`config.mk`:
```
export PLATFORM = sky130hd
export DESIGN_NAME = fifo_wr_arbiter
export DESIGN_NICKNAME = d
export VERILOG_FILES = /design/src/rtl/fifo_wr_arbiter.sv
export SDC_FILE = /design/constraint.sdc
export NUM_CORES = 1
export LEC_CHECK = 0
export ABC_CLOCK_PERIOD_IN_PS = 2300
export CAP_MARGIN = 0
export CORE_ASPECT_RATIO = 0.75
export CORE_MARGIN = 1
export CORE_UTILIZATION = 38
export CTS_CLUSTER_DIAMETER = 150
export DETAILED_ROUTE_END_ITERATION = 10
export HOLD_SLACK_MARGIN = 0.08
export PLACE_DENSITY = 0.81
export RECOVER_POWER = 25
export SYNTH_ARGS = -nofsm -noshare
export SYNTH_HDL_FRONTEND = slang
export SYNTH_SLANG_ARGS = --single-unit
```
`constraint.sdc`:
```
create_clock -name clock -period 2.3 [get_ports clock]
set_input_delay 0.575 -clock clock [delete_from_list [all_inputs] [get_ports clock]]
set_output_delay 0.575 -clock clock [all_outputs]
set_load 0.01 [all_outputs]
```
`src/rtl/fifo_wr_arbiter.sv`:
```
// Round-robin write arbiter: NUM_REQ producers share one FIFO write port,
// each grant lasting up to BURST_LEN words and honouring fifo_full backpressure.
module fifo_wr_arbiter #(
  parameter int NUM_REQ    = 4,
  parameter int DATA_WIDTH = 8,
  parameter int BURST_LEN  = 4
) (
  input  logic                          clock,
  input  logic                          reset,
  input  logic [NUM_REQ-1:0]            req,
  input  logic [NUM_REQ*DATA_WIDTH-1:0] req_data,
  output logic [NUM_REQ-1:0]            ack,
  output logic [NUM_REQ-1:0]            grant,
  input  logic                          fifo_full,
  output logic                          fifo_wr_en,
  output logic [DATA_WIDTH-1:0]         fifo_wrData
);

  localparam int PTR_W = $clog2(NUM_REQ);
  localparam int CNT_W = $clog2(BURST_LEN + 1);
  localparam logic [CNT_W-1:0] CNT_LAST = CNT_W'(BURST_LEN - 1);
  localparam logic [PTR_W-1:0] PTR_MAX  = PTR_W'(NUM_REQ - 1);

  typedef enum logic {IDLE, BUSY} state_t;

  state_t             state_q, state_d;
  logic [NUM_REQ-1:0] grant_q, grant_d;
  logic [PTR_W-1:0]   rr_ptr_q, rr_ptr_d;
  logic [CNT_W-1:0]   cnt_q, cnt_d;
  logic [PTR_W-1:0]   k_q, k_d;

  logic [PTR_W-1:0]   pick;
  logic [PTR_W-1:0]   idx;
  int                 sum;

  // Scan from the farthest offset down so the requester nearest rr_ptr wins.
  always_comb begin
    pick = rr_ptr_q;
    idx  = rr_ptr_q;
    sum  = 0;
    for (int off = NUM_REQ - 1; off >= 0; off--) begin
      sum = int'(rr_ptr_q) + off;
      if (sum >= NUM_REQ) sum = sum - NUM_REQ;
      idx = PTR_W'(sum);
      if (req[idx]) pick = idx;
    end
  end

  always_ff @(posedge clock or posedge reset) begin
    if (reset) begin
      state_q  <= IDLE;
      grant_q  <= '0;
      rr_ptr_q <= '0;
      cnt_q    <= '0;
      k_q      <= '0;
    end else begin
      state_q  <= state_d;
      grant_q  <= grant_d;
      rr_ptr_q <= rr_ptr_d;
      cnt_q    <= cnt_d;
      k_q      <= k_d;
    end
  end

  always_comb begin
    state_d  = state_q;
    grant_d  = grant_q;
    rr_ptr_d = rr_ptr_q;
    cnt_d    = cnt_q;
    k_d      = k_q;
    case (state_q)
      IDLE: begin
        if (|req) begin
          state_d       = BUSY;
          grant_d       = '0;
          grant_d[pick] = 1'b1;
          k_d           = pick;
          cnt_d         = '0;
        end
      end
      BUSY: begin
        // A stalled final write does not complete the burst; fifo_wr_en already folds in fifo_full.
        if (!req[k_q] || (fifo_wr_en && (cnt_q == CNT_LAST))) begin
          state_d  = IDLE;
          grant_d  = '0;
          rr_ptr_d = (k_q == PTR_MAX) ? '0 : k_q + 1'b1;
          cnt_d    = '0;
        end else if (fifo_wr_en) begin
          cnt_d = cnt_q + 1'b1;
        end
      end
      default: state_d = IDLE;
    endcase
  end

  always_comb begin
    fifo_wr_en  = 1'b0;
    ack         = '0;
    fifo_wrData = '0;
    if (state_q == BUSY) begin
      fifo_wr_en  = req[k_q] & ~fifo_full;
      fifo_wrData = req_data[k_q*DATA_WIDTH +: DATA_WIDTH];
      if (fifo_wr_en) ack[k_q] = 1'b1;
    end
  end

  assign grant = grant_q;

endmodule

```
==> results of run 1 <==
==> worst paths after layout <==
check                                  start        endpoint
worst min-delay path                grant[3]        grant[3]
worst min register to register      grant[3]        grant[3]
worst max register to register        k_q[0]     rr_ptr_q[0]
max in group asynchronous              reset     rr_ptr_q[0]
min in group asynchronous              reset        grant[0]
worst max-delay path            req_data[24]  fifo_wrData[0]
==> per-stage QoR <==
step           setup WS [ns]  setup TNS (ns)  instances  utilization, %  instance area, um2
6_report             0.01993               0        192           71.86                1713
5_1_grt             -0.01972        -0.07361        192           71.86                1713
4_1_cts             0.001652               0        192           68.66                1637
3_5_place_dp         -0.6014          -5.714        188           69.97                1668
3_3_place_gp         -0.5628          -5.388        188           69.97                1668
2_1_floorplan         0.2806               0         89               -               991.0
==> power by group <==
part,internal (uW),total (uW),switching (uW)
combinational,649,1130,486
clock,96.3,170,73.6
sequential,300,403,103
==> sequential cells by signal, summed over array words and instances, names as in the netlist <==
| name | cells |
|---|---|
| grant | 4 |
| cnt_q | 3 |
| k_q | 2 |
| rr_ptr_q | 2 |
| state_q | 1 |
==> cell families after synthesis <==
family	count (synthesis)
adder cells (fa/ha/maj)	6
flip-flops	12
buffers and inverters	10
multiplexers	12
AND/OR/NAND/NOR	32
AO/OA/AOI/OAI	17
==> layout by cell type (no fill, tap or decap), drive strengths merged <==
cell / count
nand3: 1
o211a: 1
and2: 12
a21boi: 1
ha: 6
buf: 26
and3b: 1
dlymetal6s2s: 15
nor3: 1
clkdlybuf4s15: 4
dlygate4sd3: 1
nor2: 6
a21oi: 1
mux2i: 1
a22o: 2
o2bb2ai: 4
nor4: 2
nand2: 2
mux2: 2
nand2b: 2
o21ai: 4
mux4: 9
or4: 1
o21a: 1
dfrtp: 12
inv: 7
clkdlybuf4s50: 18
clkbuf: 4
a32o: 1
a211o: 1
o211ai: 1
nor2b: 4
dlygate4sd2: 4
==> layer usage <==
metal	global-route usage [%]	vias up	part of all wire (%)
li1	-	466	-
met1	31.53	490	42
met2	37.80	37	51
met3	5.899	6	5.2
met4	7.727	0	1.1
met5	0	-	0
==> area by class of cell <==
type	instances	area, um2	area share [%]
multi-input combinational	67	660.6	38.57
timing repair buffer	68	646.9	37.76
clock buffer	4	36.28	2.118
sequential	12	300.3	17.53
inverter	7	26.28	1.534
tap	34	42.54	2.484
==> worst max-delay path, stage by stage <==
cell and delay (ns):
sky130_fd_sc_hd__clkdlybuf4s50_1 0.39, sky130_fd_sc_hd__mux4_2 0.45, sky130_fd_sc_hd__and2_1 0.16, sky130_fd_sc_hd__buf_2 0.13
==> timing repair <==
item                       4_1_cts  5_1_grt
resized for setup               66       25
setup endpoints to repair       13       12
pin swaps                        3        7
hold endpoints to repair         0        0
gates cloned                     0        0
==> PnR_summary.wiki, run 1 <==
{| class="wikitable"
! Metric !! Value
|-
| Die area || 0.002818 mm2
|-
| Clk sink count || 12
|-
| Final nets || a little over 200
|-
| Worst min-delay path category || reg -> reg
|-
| Final max-slew violation count || 0
|-
| GR Util All Layers || 23.64%
|-
| Main combinational cell family by area after synthesis || multiplexers
|-
| Remaining antenna violation count after routing || 0
|-
| Most instantiated flip-flop cell in the synthesis netlist || sky130_fd_sc_hd__dfrtp_1
|-
| Post-synth net total || between 100 and 150
|-
| DR vias || ~1000
|-
| Number of filler instances in the final layout || between 150 and 200
|-
| Worst-path clk slew || 0.08 ns
|-
| Wire per inst || 16.36 um
|-
| Leakage power of the design || 0.0008929 uW
|-
| Max-cap violations || 0
|-
| Worst hold path stage count || 1
|-
| Largest clock skew in the final design || 0.001006 ns
|-
| Core Box Area || 0.002384 mm2
|-
| Critical setup path kind || in -> out
|-
| Top-level I/O count || between 50 and 60
|-
| Std cell rows || 15
|-
| Depth of the most critical reg-to-reg path || 4
|-
| Vias per cell || 5.203
|-
| Type of origin of the critical path || input pin
|-
| Post-synth EDFFs || 0
|-
| Worst Path Max Fanout || 1
|-
| Layout cell share with drive strength beyond 1 || a little under a third
|-
| Share of the synthesized area in the top cell type || 30.30%
|-
| Input/output buffers || 55
|-
| Final worst path period need || between 2 and 2.5 ns
|-
| Count of cell types in the netlist || 32
|-
| Synthesized-area fraction occupied by xor and xnor cells || 0%
|-
| Total setup buffers inserted after CTS || 0
|-
| Final Hold Violating Endpoints || 0
|-
| Final critical-path share of the clock period || roughly 99%
|-
| Vias in the first global route || between 900 and 1000
|-
| Worst reg-to-reg setup slack || approximately 0.53 ns
|-
| Leading area contributor after synthesis || sky130_fd_sc_hd__dfrtp_1
|-
| Fraction of the mapped netlist area in simple logic gates || about 20%
|-
| Area of the mapped netlist || just under 0.001 mm2
|-
| GR Overflow Total || 0
|-
| Root Buffer || sky130_fd_sc_hd__clkbuf_4
|-
| Hold slack final || between 0.5 and 0.6 ns
|-
| Per-instance average area after synthesis || 11.13 um2
|-
| Worst Path Required || around 1.7 ns
|-
| Outcome || finished clean
|-
| Final HPWL from detailed placement || between 2000 and 3000 um
|-
| DR DRC count || 0
|-
| Starting DRC count in detailed routing || 30
|-
| Tightest Pin Transition || a little under 0.5 ns
|-
| Number of H-tree branching levels || 1
|-
| Count of warnings emitted by yosys || 0
|-
| TritonCTS Buffers || 3
|-
| Worst skew pair latency || around 0.28 ns
|-
| Post-synthesis mux area share || between 20% and 30%
|-
| Number of antenna violations at the first check in global routing || 0
|-
| Setup-violating endpoint count in the final report || 0
|-
| Biggest area contributors in the synthesized netlist || sky130_fd_sc_hd__dfrtp_1 30%, sky130_fd_sc_hd__mux4_2 20%, sky130_fd_sc_hd__and2_1 7.6%
|-
| Pre-Repair DR Iteration Count || 4
|-
| Maximum clock path buffer count || 2
|-
| Unrepaired setup endpoints after global routing || yes
|-
| First-pass GRT wire length || between 4000 and 5000 um
|-
| Antenna diode count || 0
|-
| Post-synthesis share of cell area spent on full adders, half adders and majority gates || approximately 7.6%
|-
| Synth-to-layout area growth || 72.85%
|-
| #FFs+latches synth || 12
|-
| Arrival time of the worst setup path || about 1.7 ns
|-
| Number of instances in the synthesized netlist || just under 90
|-
| Normalized max-slew margin || 67.13%
|-
| Total wire length after detailed routing || between 3000 and 4000 um
|-
| Final estimated routing congestion in global placement || approximately 0.86
|-
| Async SR Flop Fraction || 100.0%
|-
| Initial Utilization || 41.57%
|-
| Maximum number of pins on one net before global-route repair || 13
|-
| Max Clock Freq || between 400 and 500 MHz
|-
| Hold-fix buffers, CTS || 0
|-
| Post-layout power || approximately 1700 uW
|-
| Area fraction in compound gates after synthesis || around 15%
|-
| Seq/Total Area, Yosys || 30.30%
|-
| CP Capture Type || output pin
|-
| Maximum resistive drop on vdd || 615.3 uV
|-
| Most instantiated cells after synthesis || 12 x sky130_fd_sc_hd__and2_1, 12 x sky130_fd_sc_hd__dfrtp_1, 9 x sky130_fd_sc_hd__mux4_2
|-
| TritonCTS clock tree || built
|-
| Power density over the cells || roughly 1000 mW/mm2
|-
| Die X-Extent || ~60 um
|-
| Die Y || roughly 46 um
|}
(Power assumes the default switching activity.)
==> run 2: changes to the inputs <==
--- a/config.mk
+++ b/config.mk
@@ -12,9 +12,11 @@
 export CORE_UTILIZATION = 38
 export CTS_CLUSTER_DIAMETER = 150
 export DETAILED_ROUTE_END_ITERATION = 10
+export GPL_TIMING_DRIVEN = 0
 export HOLD_SLACK_MARGIN = 0.08
 export PLACE_DENSITY = 0.81
 export RECOVER_POWER = 25
+export REMOVE_ABC_BUFFERS = 1
 export SYNTH_ARGS = -nofsm -noshare
 export SYNTH_HDL_FRONTEND = slang
 export SYNTH_SLANG_ARGS = --single-unit
==> PnR_summary.wiki, run 2 (synthesis gave the netlist of run 1 again) <==
{| class="wikitable"
! Metric !! Value
|-
| Outcome || finished with violations
|-
| Violated checks || negative setup slack
|-
| Final HPWL from detailed placement || 2349 um (-7.5%)
|-
| Vias in the first global route || 944 (-5.3%)
|-
| Worst reg-to-reg setup slack || 0.51 ns (-0.02 ns)
|-
| Hold slack final || 0.4948 ns (-0.006411 ns)
|-
| Switching share of power || 39.84% (+1.0 points)
|-
| Footprint of the flip-flops and latches || 305.3 um2 (+1.7%)
|-
| Die area || 0.002818 mm2 (unchanged)
|-
| Worst-path clk slew || 0.08 ns (about the same)
|-
| Placed Instances || 175 (-6.9%)
|-
| DR vias || 928 (-7.1%)
|-
| Number of antenna violations at the first check in global routing || 0 (unchanged)
|-
| Power density over the cells || 1022 mW/mm2 (+2.5%)
|-
| GR Overflow Total || 0 (unchanged)
|-
| Most used cells in the layout excluding fill and tap cells || 24 x sky130_fd_sc_hd__clkdlybuf4s50_1, 15 x sky130_fd_sc_hd__buf_2, 11 x sky130_fd_sc_hd__and2_1
|-
| Final cell area excluding filler cells || 0.001613 mm2 (-5.8%)
|-
| TritonCTS clock tree || built
|-
| Worst min-delay path category || reg -> reg
|-
| Worst path setup slack after routing || -0.02019 ns (-0.04012 ns)
|-
| Die Y || 46.23 um (unchanged)
|-
| Final max-slew violation count || 0 (unchanged)
|-
| Top-level I/O count || 56 (unchanged)
|-
| Switching power of the nets || 656.8 uW (-0.86%)
|-
| Critical setup path kind || in -> out
|-
| Die X-Extent || 60.97 um (unchanged)
|-
| Total negative slack for setup checks || -0.02222 ns (-0.02222 ns)
|-
| Internal power of the cells || 991.9 uW (-5.1%)
|-
| Final critical-path share of the clock period || 100.9% (+1.7 points)
|-
| GR Util All Layers || 22.91% (-0.73 points)
|-
| Part of the total power dissipated in sequential elements || 27.0% (+3.4 points)
|-
| Clock Power Share || 10.8% (+0.9 points)
|-
| Multi-input gate area || 653.1 um2 (-1.1%)
|-
| TritonCTS Buffers || 3 (unchanged)
|-
| Tightest Pin Transition || 0.4939 ns (+0.005301 ns)
|-
| Pre-Repair DR Iteration Count || 4 (unchanged)
|-
| Remaining antenna violation count after routing || 0 (unchanged)
|-
| Number of filler instances in the final layout || 182 (-8.1%)
|-
| Most frequent standard cell in the layout excluding fill and tap cells || sky130_fd_sc_hd__clkdlybuf4s50_1
|-
| Hold-fix buffers, CTS || 0 (unchanged)
|-
| Maximum number of pins on one net before global-route repair || 15 (+2)
|-
| Worst skew pair latency || 0.29 ns (about the same)
|-
| Input/output buffers || 55 (unchanged)
|-
| Wire per inst || 16.39 um (+0.14%)
|-
| Initial Utilization || 41.57% (unchanged)
|-
| Core Box Area || 0.002384 mm2 (unchanged)
|-
| Filler-free cell count of the finished design || 186 (-3.1%)
|-
| Worst Path Max Fanout || 1 (unchanged)
|-
| Final nets || 198 (-2.9%)
|-
| Synth-to-layout area growth || 62.75%
|-
| Total wire length after detailed routing || 3048 um (-3.0%)
|-
| Type of origin of the critical path || input pin
|-
| Vias per cell || 4.989 (-4.1%)
|-
| Pre-CTS setup slack || -0.7668 ns (-0.1654 ns)
|-
| DR DRC count || 0 (unchanged)
|-
| Number of H-tree branching levels || 1 (unchanged)
|-
| Logic gate share of total power || 62.2% (-4.2 points)
|-
| Max Clock Freq || 431.0 MHz (-1.7%)
|-
| Layout cell share with drive strength beyond 1 || 28.95% (-2.1 points)
|-
| Final Hold Violating Endpoints || 0 (unchanged)
|-
| Worst r2r dst || rr_ptr_q[0]
|-
| Arrival time of the worst setup path || 1.75 ns (+0.04 ns)
|-
| Worst Path Required || 1.73 ns (about the same)
|-
| Depth of the most critical reg-to-reg path || 4 (unchanged)
|-
| Normalized max-slew margin || 66.77% (-0.36 points)
|-
| CP Capture Type || output pin
|-
| Maximum resistive drop on vdd || 693.0 uV (+13%)
|-
| Max-cap violations || 0 (unchanged)
|-
| Worst hold path stage count || 1 (unchanged)
|-
| Capturing element of the worst setup path || fifo_wrData[6]
|-
| Root Buffer || sky130_fd_sc_hd__clkbuf_4
|-
| Maximum clock path buffer count || 2 (unchanged)
|-
| Starting DRC count in detailed routing || 14 (-53%)
|-
| Final worst path period need || 2.320 ns (+0.04012 ns)
|-
| Leakage power of the design || 0.0008012 uW (-10%)
|-
| Largest clock skew in the final design || 0.003702 ns (+0.002696 ns)
|-
| Antenna diode count || 0 (unchanged)
|-
| Launching element of the worst setup path || req_data[22]
|-
| First-pass GRT wire length || 4422 um (-5.9%)
|-
| Setup-violating endpoint count in the final report || 2 (+2)
|-
| Worst reg2reg path startpoint || k_q[0]
|-
| Flip-flop count of the largest register, all copies and words added || 4 (unchanged)
|-
| Clk sink count || 12 (unchanged)
|-
| Instance area at placement || 0.001570 mm2 (-5.9%)
|-
| Std cell rows || 15 (unchanged)
|-
| Final estimated routing congestion in global placement || 0.8241 (-3.8%)
|-
| Unrepaired setup endpoints after global routing || yes
|}
run 2: cell types whose count changed in the layout (fill, tap and decap cells not counted), sizes merged:
cell,delta
dlymetal6s2s,-5
buf,-3
dlygate4sd2,-1
clkbuf,+1
clkdlybuf4s50,+6
clkdlybuf4s15,-4
run 2: worst min-delay path by stage:
stage | startpoint | endpoint
after floorplan | reset | cnt_q[0]
after global placement | grant[3] | grant[3]
after detailed placement | grant[3] | grant[3]
after CTS | grant[2] | grant[2]
after global routing | grant[3] | grant[3]
final | grant[3] | grant[3]
run 2: critical path, cell delays in order:
cell and delay (ns):
sky130_fd_sc_hd__clkdlybuf4s50_1 0.39, sky130_fd_sc_hd__mux4_2 0.47, sky130_fd_sc_hd__and2_1 0.17, sky130_fd_sc_hd__buf_2 0.13
run 2: power groups by stage:
stage | combinational (uW) | sequential (uW) | clock [uW]
final | 1030 | 445 | 178
after detailed placement | 966 | 485 | 0
after global routing | 1110 | 462 | 194
after global placement | 943 | 475 | 0
after CTS | 987 | 439 | 184
after floorplan | 551 | 447 | 0
run 2: cell type report:
class	count	area share [%]
clock buffer	4	2.250
sequential	12	18.93
timing repair buffer	62	34.06
multi-input combinational	67	40.50
inverter	7	1.629
tap	34	2.638
run 2: stage by stage:
stage	total power [uW]	utilization, %
2_1_floorplan	997.2	-
5_1_grt	1761	67.66
4_1_cts	1610	65.67
3_5_place_dp	1451	65.88
3_3_place_gp	1418	65.88
6_report	1649	67.66
run 2: timing repair:
action | CTS | global route
pin swaps | 1 | 5
resized for setup | 72 | 14
setup buffers | 5 | 2
endpoints found under the setup margin | 13 | 13
run 2: per-layer routing:
metal / vias up / wire [um] / GRT usage (%)
met3: 7 / 57 / 5.899
met2: 11 / 1616 / 37.80
li1: 454 / - / -
met4: 0 / 57 / 9.545
met1: 456 / 1317 / 28.75
met5: - / 0 / 0
==> run 3: changes to the inputs <==
==> constraint.sdc (replaced) <==
create_clock -name clock -period 2.3 [get_ports clock]
set_input_delay 0.575 -clock clock [delete_from_list [all_inputs] [get_ports clock]]
set_output_delay 0.575 -clock clock [all_outputs]
set_load 0.05 [all_outputs]
==> PnR_summary.wiki, run 3 (synthesis gave the netlist of run 1 again) <==
{| class="wikitable"
! Metric !! Value
|-
| Worst Path Required || 1.73 ns (about the same)
|-
| Number of filler instances in the final layout || 173 (-4.9%)
|-
| CP Capture Type || output pin
|-
| Launching element of the worst setup path || req[2]
|-
| Wire per inst || 17.10 um (+4.3%)
|-
| Final critical-path share of the clock period || 102.9% (+2.0 points)
|-
| Worst skew pair latency || 0.30 ns (about the same)
|-
| Most used cells in the layout excluding fill and tap cells || 29 x sky130_fd_sc_hd__clkdlybuf4s50_1, 10 x sky130_fd_sc_hd__dfrtp_1, 9 x sky130_fd_sc_hd__mux4_2
|-
| Hold-fix buffers, CTS || 0 (unchanged)
|-
| Final HPWL from detailed placement || 2349 um (unchanged)
|-
| Vias per cell || 5.155 (+3.3%)
|-
| Final worst path period need || 2.366 ns (+0.04614 ns)
|-
| Worst r2r dst || rr_ptr_q[1]
|-
| Die X-Extent || 60.97 um (unchanged)
|-
| Flip-flop count of the largest register, all copies and words added || 4 (unchanged)
|-
| Worst reg2reg path startpoint || k_q[0]
|-
| Synth-to-layout area growth || 73.99%
|-
| Final estimated routing congestion in global placement || 0.8241 (unchanged)
|-
| Violated checks || negative setup slack
|-
| Worst min-delay path category || reg -> reg
|-
| GR Util All Layers || 23.93% (+1.0 points)
|-
| Max Clock Freq || 422.6 MHz (-1.9%)
|-
| Number of H-tree branching levels || 1 (unchanged)
|-
| Die area || 0.002818 mm2 (unchanged)
|-
| Footprint of the flip-flops and latches || 305.3 um2 (unchanged)
|-
| Pre-Repair DR Iteration Count || 5 (+1)
|-
| TritonCTS Buffers || 3 (unchanged)
|-
| Multi-input gate area || 665.6 um2 (+1.9%)
|-
| DR vias || 964 (+3.9%)
|-
| Depth of the most critical reg-to-reg path || 4 (unchanged)
|-
| Unrepaired setup endpoints after global routing || yes
|-
| Worst reg-to-reg setup slack || 0.48 ns (-0.03 ns)
|-
| Clk sink count || 12 (unchanged)
|-
| Peak per-stage delay on the critical path || 0.52 ns (+0.05 ns)
|-
| Worst-path clk slew || 0.08 ns (about the same)
|-
| Final Hold Violating Endpoints || 0 (unchanged)
|-
| Worst path setup slack after routing || -0.06633 ns (-0.04614 ns)
|-
| First-pass GRT wire length || 4623 um (+4.5%)
|-
| Die Y || 46.23 um (unchanged)
|-
| Setup-violating endpoint count in the final report || 11 (+9)
|-
| Maximum resistive drop on vdd || 852.7 uV (+23%)
|-
| Most frequent standard cell in the layout excluding fill and tap cells || sky130_fd_sc_hd__clkdlybuf4s50_1
|-
| Leakage power of the design || 0.0007656 uW (-4.4%)
|-
| Top-level I/O count || 56 (unchanged)
|-
| Starting DRC count in detailed routing || 25 (+11)
|-
| Capturing element of the worst setup path || ack[2]
|-
| Placed Instances || 175 (unchanged)
|-
| Type of origin of the critical path || input pin
|-
| Pre-CTS setup slack || -1.010 ns (-0.2430 ns)
|-
| Worst Path Max Fanout || 6 (+5)
|-
| Arrival time of the worst setup path || 1.79 ns (+0.04 ns)
|-
| Series of cell instances along the critical path || clkdlybuf4s15_2, mux4_2, nand2_4, nor2_4, and2_4, buf_8
|-
| Remaining antenna violation count after routing || 0 (unchanged)
|-
| Vias in the first global route || 1001 (+6.0%)
|-
| Tightest Pin Transition || 0.5006 ns (+0.006728 ns)
|-
| Filler-free cell count of the finished design || 187 (+0.54%)
|-
| Total wire length after detailed routing || 3197 um (+4.9%)
|-
| Critical setup path kind || in -> out
|-
| Root Buffer || sky130_fd_sc_hd__clkbuf_4
|-
| DR DRC count || 0 (unchanged)
|-
| Maximum clock path buffer count || 2 (unchanged)
|-
| Largest clock skew in the final design || 0.004913 ns (+0.001212 ns)
|-
| TritonCTS clock tree || built
|-
| Maximum number of pins on one net before global-route repair || 15 (unchanged)
|-
| Outcome || finished with violations
|-
| Final max-slew violation count || 0 (unchanged)
|-
| Final nets || 199 (+0.51%)
|-
| Antenna diode count || 0 (unchanged)
|-
| Layout cell share with drive strength beyond 1 || 32.68% (+3.7 points)
|-
| Post-layout power || 2292 uW (+39%)
|-
| Initial Utilization || 41.57% (unchanged)
|-
| Max-cap violations || 0 (unchanged)
|-
| Final cell area excluding filler cells || 0.001724 mm2 (+6.9%)
|-
| Slowest CP cell || sky130_fd_sc_hd__mux4_2
|-
| Core Box Area || 0.002384 mm2 (unchanged)
|-
| Power density over the cells || 1329 mW/mm2 (+30%)
|-
| Number of antenna violations at the first check in global routing || 0 (unchanged)
|-
| Normalized max-slew margin || 66.32% (-0.45 points)
|-
| Final core area utilization || 72.34% (+4.7 points)
|-
| Input/output buffers || 55 (unchanged)
|-
| Instance area at placement || 0.001570 mm2 (unchanged)
|-
| GR Overflow Total || 0 (unchanged)
|-
| Std cell rows || 15 (unchanged)
|}
-- run 3: cell count changes in the layout (fill, tap and decap cells not counted) --
cell | before | now
sky130_fd_sc_hd__buf_2 | 15 | 2
sky130_fd_sc_hd__dlymetal6s2s_1 | 10 | 1
sky130_fd_sc_hd__buf_8 | 0 | 6
sky130_fd_sc_hd__and2_1 | 11 | 6
sky130_fd_sc_hd__and2_4 | 1 | 6
sky130_fd_sc_hd__clkdlybuf4s50_1 | 24 | 29
sky130_fd_sc_hd__buf_6 | 2 | 6
sky130_fd_sc_hd__dlygate4sd2_1 | 3 | 7
sky130_fd_sc_hd__clkdlybuf4s15_2 | 0 | 3
sky130_fd_sc_hd__buf_12 | 0 | 1
sky130_fd_sc_hd__buf_4 | 6 | 7
sky130_fd_sc_hd__clkbuf_2 | 1 | 0
-- run 3: through the flow --
step | hold WS [ns] | setup TNS (ns)
final | 0.4958 | -0.4150
after global routing | 0.5189 | -0.7827
after CTS | 0.5030 | -0.3456
after detailed placement | 0.4735 | -9.571
after global placement | 0.4741 | -9.108
after floorplan | 0.4397 | -1.005
-- run 3: how the worst min path moves through the flow --
stage                     startpoint        to  slack (ns)  depth (start not counted)
after floorplan                reset  cnt_q[0]        0.44                          1
after global placement      grant[3]  grant[3]        0.47                          1
after detailed placement    grant[3]  grant[3]        0.47                          1
after CTS                   grant[2]  grant[2]        0.50                          1
after global routing        grant[3]  grant[3]        0.52                          1
final                       grant[3]  grant[3]        0.50                          1
-- run 3: power breakdown --
part | total, uW | switching, uW | internal (uW)
combinational | 1660 | 881 | 778
sequential | 451 | 144 | 307
clock | 182 | 85.6 | 96.7
-- run 3: critical path: cells and delay by family --
kind / cells / cell delay [ns]
buffers and inverters: 2 / 0.36
multiplexers: 1 / 0.52
AND/OR/NAND/NOR: 3 / 0.31
-- run 3: repair_timing --
action / CTS / global route
setup buffers: 7 / 1
endpoints found under the setup margin: 13 / 13
resized for setup: 124 / 1
pin swaps: 6 / 1
-- run 3: cell type report --
type	count	share of cell area, %
Clock buffer	4	2.105
Multi-Input combinational cell	67	38.61
Inverter	7	1.524
Sequential cell	12	17.71
Tap cell	34	2.467
Timing Repair Buffer	63	37.59
-- run 3: per-layer routing --
metal	share of wire [%]	wire length, um	vias to the layer above	global-route usage [%]
met4	0.69	22	0	8.636
met2	55	1754	25	42.42
met3	2.6	82	2	5.899
li1	-	-	458	-
met5	0	0	-	0
met1	42	1337	479	28.35
==> edit, RTL diff (config.mk and constraints of run 1) <==
`NUM_REQ`: 4 -> 2.
--- a/src/rtl/fifo_wr_arbiter.sv
+++ b/src/rtl/fifo_wr_arbiter.sv
@@ -1,7 +1,7 @@
 // Round-robin write arbiter: NUM_REQ producers share one FIFO write port,
 // each grant lasting up to BURST_LEN words and honouring fifo_full backpressure.
 module fifo_wr_arbiter #(
-  parameter int NUM_REQ    = 4,
+  parameter int NUM_REQ    = 2,
   parameter int DATA_WIDTH = 8,
   parameter int BURST_LEN  = 4
 ) (
Interface: changed (resized ack, grant, req and req_data); port bits go from 56 to 34. The function was not compared with the original's and may differ.
==> edit against run 1 <==
  * Synthesized area shrank 38%
  * Sequential cell count shrank 4
  * Die area fell by 37%
  * Setup slack improved by 52 ps
  * Total power down 47%
  * Global-route usage shrank 6.0 points
  * Routed wire length fell by 51%
  * Sequential power decreased by 37%
  * Design area decreased by 41%
  * Critical path type unchanged
  * Largest cell class unchanged
==> edit: results <==
[run_status]
status = finished, final reports clean

[yosys]
post_synth.cell_area_avg_um2 = 10.0
synth-seq-area-share_pct = 32.7
syn_nets = 84
synth_commonest_cells = 9 x sky130_fd_sc_hd__mux2i_1, 9 x sky130_fd_sc_hd__nor2b_1, 8 x sky130_fd_sc_hd__dfrtp_1, 4 x sky130_fd_sc_hd__inv_1
ys_top_cells_by_area = sky130_fd_sc_hd__dfrtp_1 33%, sky130_fd_sc_hd__mux2i_1 15%, sky130_fd_sc_hd__nor2b_1 9.2%
synth-seq-cells = 8

[placed_design]
pre_cts_slack_ps = -218
gpl.final_weighted_congestion = 0.801
dp_cells = 119
placed_cell_area_um2 = 1000
buffer_ports.inserted = 33

[power]
total_leakage_power_uw = 0.000503
power_switching_uw = 333
power.ir.vdd_worst_v = 0.000724

[floorplanning]
initial_core_util_pct = 41.2

[final_layout]
fill_cells = 133
final_nets = 126
seq_area_um2 = 200
post_route_cells_drive_above_1_share_pct = 17.8
largest_register_ffs = 3

[grt]
grt_usage_pct = 17.6
grt_pass1_vias = 497
grt_pass1_wl_um = 2310
grt_antenna_before_repair = 0

[drt]
drt-wirelength-per-cell_um = 12.7
drt-vias-per-instance = 4.80
first_iter_violations = 13

[timing]
slew-limit-headroom_pct = 78.1
clock_skew_ps = 1.52

[cts]
clkTransAtPathRegs_ps = 50
insertion_delay_ps = 250
post_cts_resized = 11

[worst_setup_path]
worstPathArrival_ps = 1650
## edit: through the flow
stage,hold slack [ps],TNS (ps)
CTS,512,0
floorplan,391,0
global placement,488,-701
global route,523,-2.11
finish,509,0
detailed placement,499,-848
## edit: cell type report
class	count	area share [%]
Tap cell	21	2.59
Multi-Input combinational cell	45	37.2
Inverter	4	1.48
Timing Repair Buffer	41	36.8
Sequential cell	8	19.8
Clock buffer	3	2.22
## edit: power groups by stage
stage / clock (uW) / combinational (uW) / sequential [uW]
6_report: 104 / 543 / 252
5_1_grt: 112 / 585 / 261
4_1_cts: 106 / 548 / 252
3_5_place_dp: 0 / 593 / 255
3_3_place_gp: 0 / 582 / 246
2_1_floorplan: 0 / 358 / 227
## edit: cell families (layout without fill, tap and decap cells)
group           after synthesis  in the layout  share of synthesized area, %
compound gates               10             10                          13.1
mux                          11             11                          20.9
fa+ha+maj                     2              2                          4.09
flops                         8              8                          32.7
buf+inv                       8             48                          6.54
simple gates                 22             22                          22.7
## edit: final timing paths
kind                            startpoint  endpoint  slack, ps  depth (start not counted)
worst max-delay path             fifo_full    ack[1]         70                          5
worst min-delay path              cnt_q[1]  cnt_q[1]        510                          1
worst max register to register    cnt_q[0]  grant[0]        830                          5
worst min register to register    cnt_q[1]  cnt_q[1]        510                          1
max in group asynchronous            reset  grant[1]       1340                          2
min in group asynchronous            reset  rr_ptr_q        710                          2
## edit: layer usage
metal  wire length (um)  share of wire (%)  GRT usage [%]  vias up
met5                  0                  0              0        -
met4                  6               0.39           2.21        0
met3                 78                5.0           6.67        2
met2                736                 47           26.8       14
met1                727                 47           24.4      274
li1                   -                  -              -      295
## edit: critical path: stages
cell,delay (ps)
sky130_fd_sc_hd__clkdlybuf4s50_1,410
sky130_fd_sc_hd__nand2b_1,180
sky130_fd_sc_hd__buf_4,160
sky130_fd_sc_hd__nor2_1,60
sky130_fd_sc_hd__dlygate4sd2_1,260
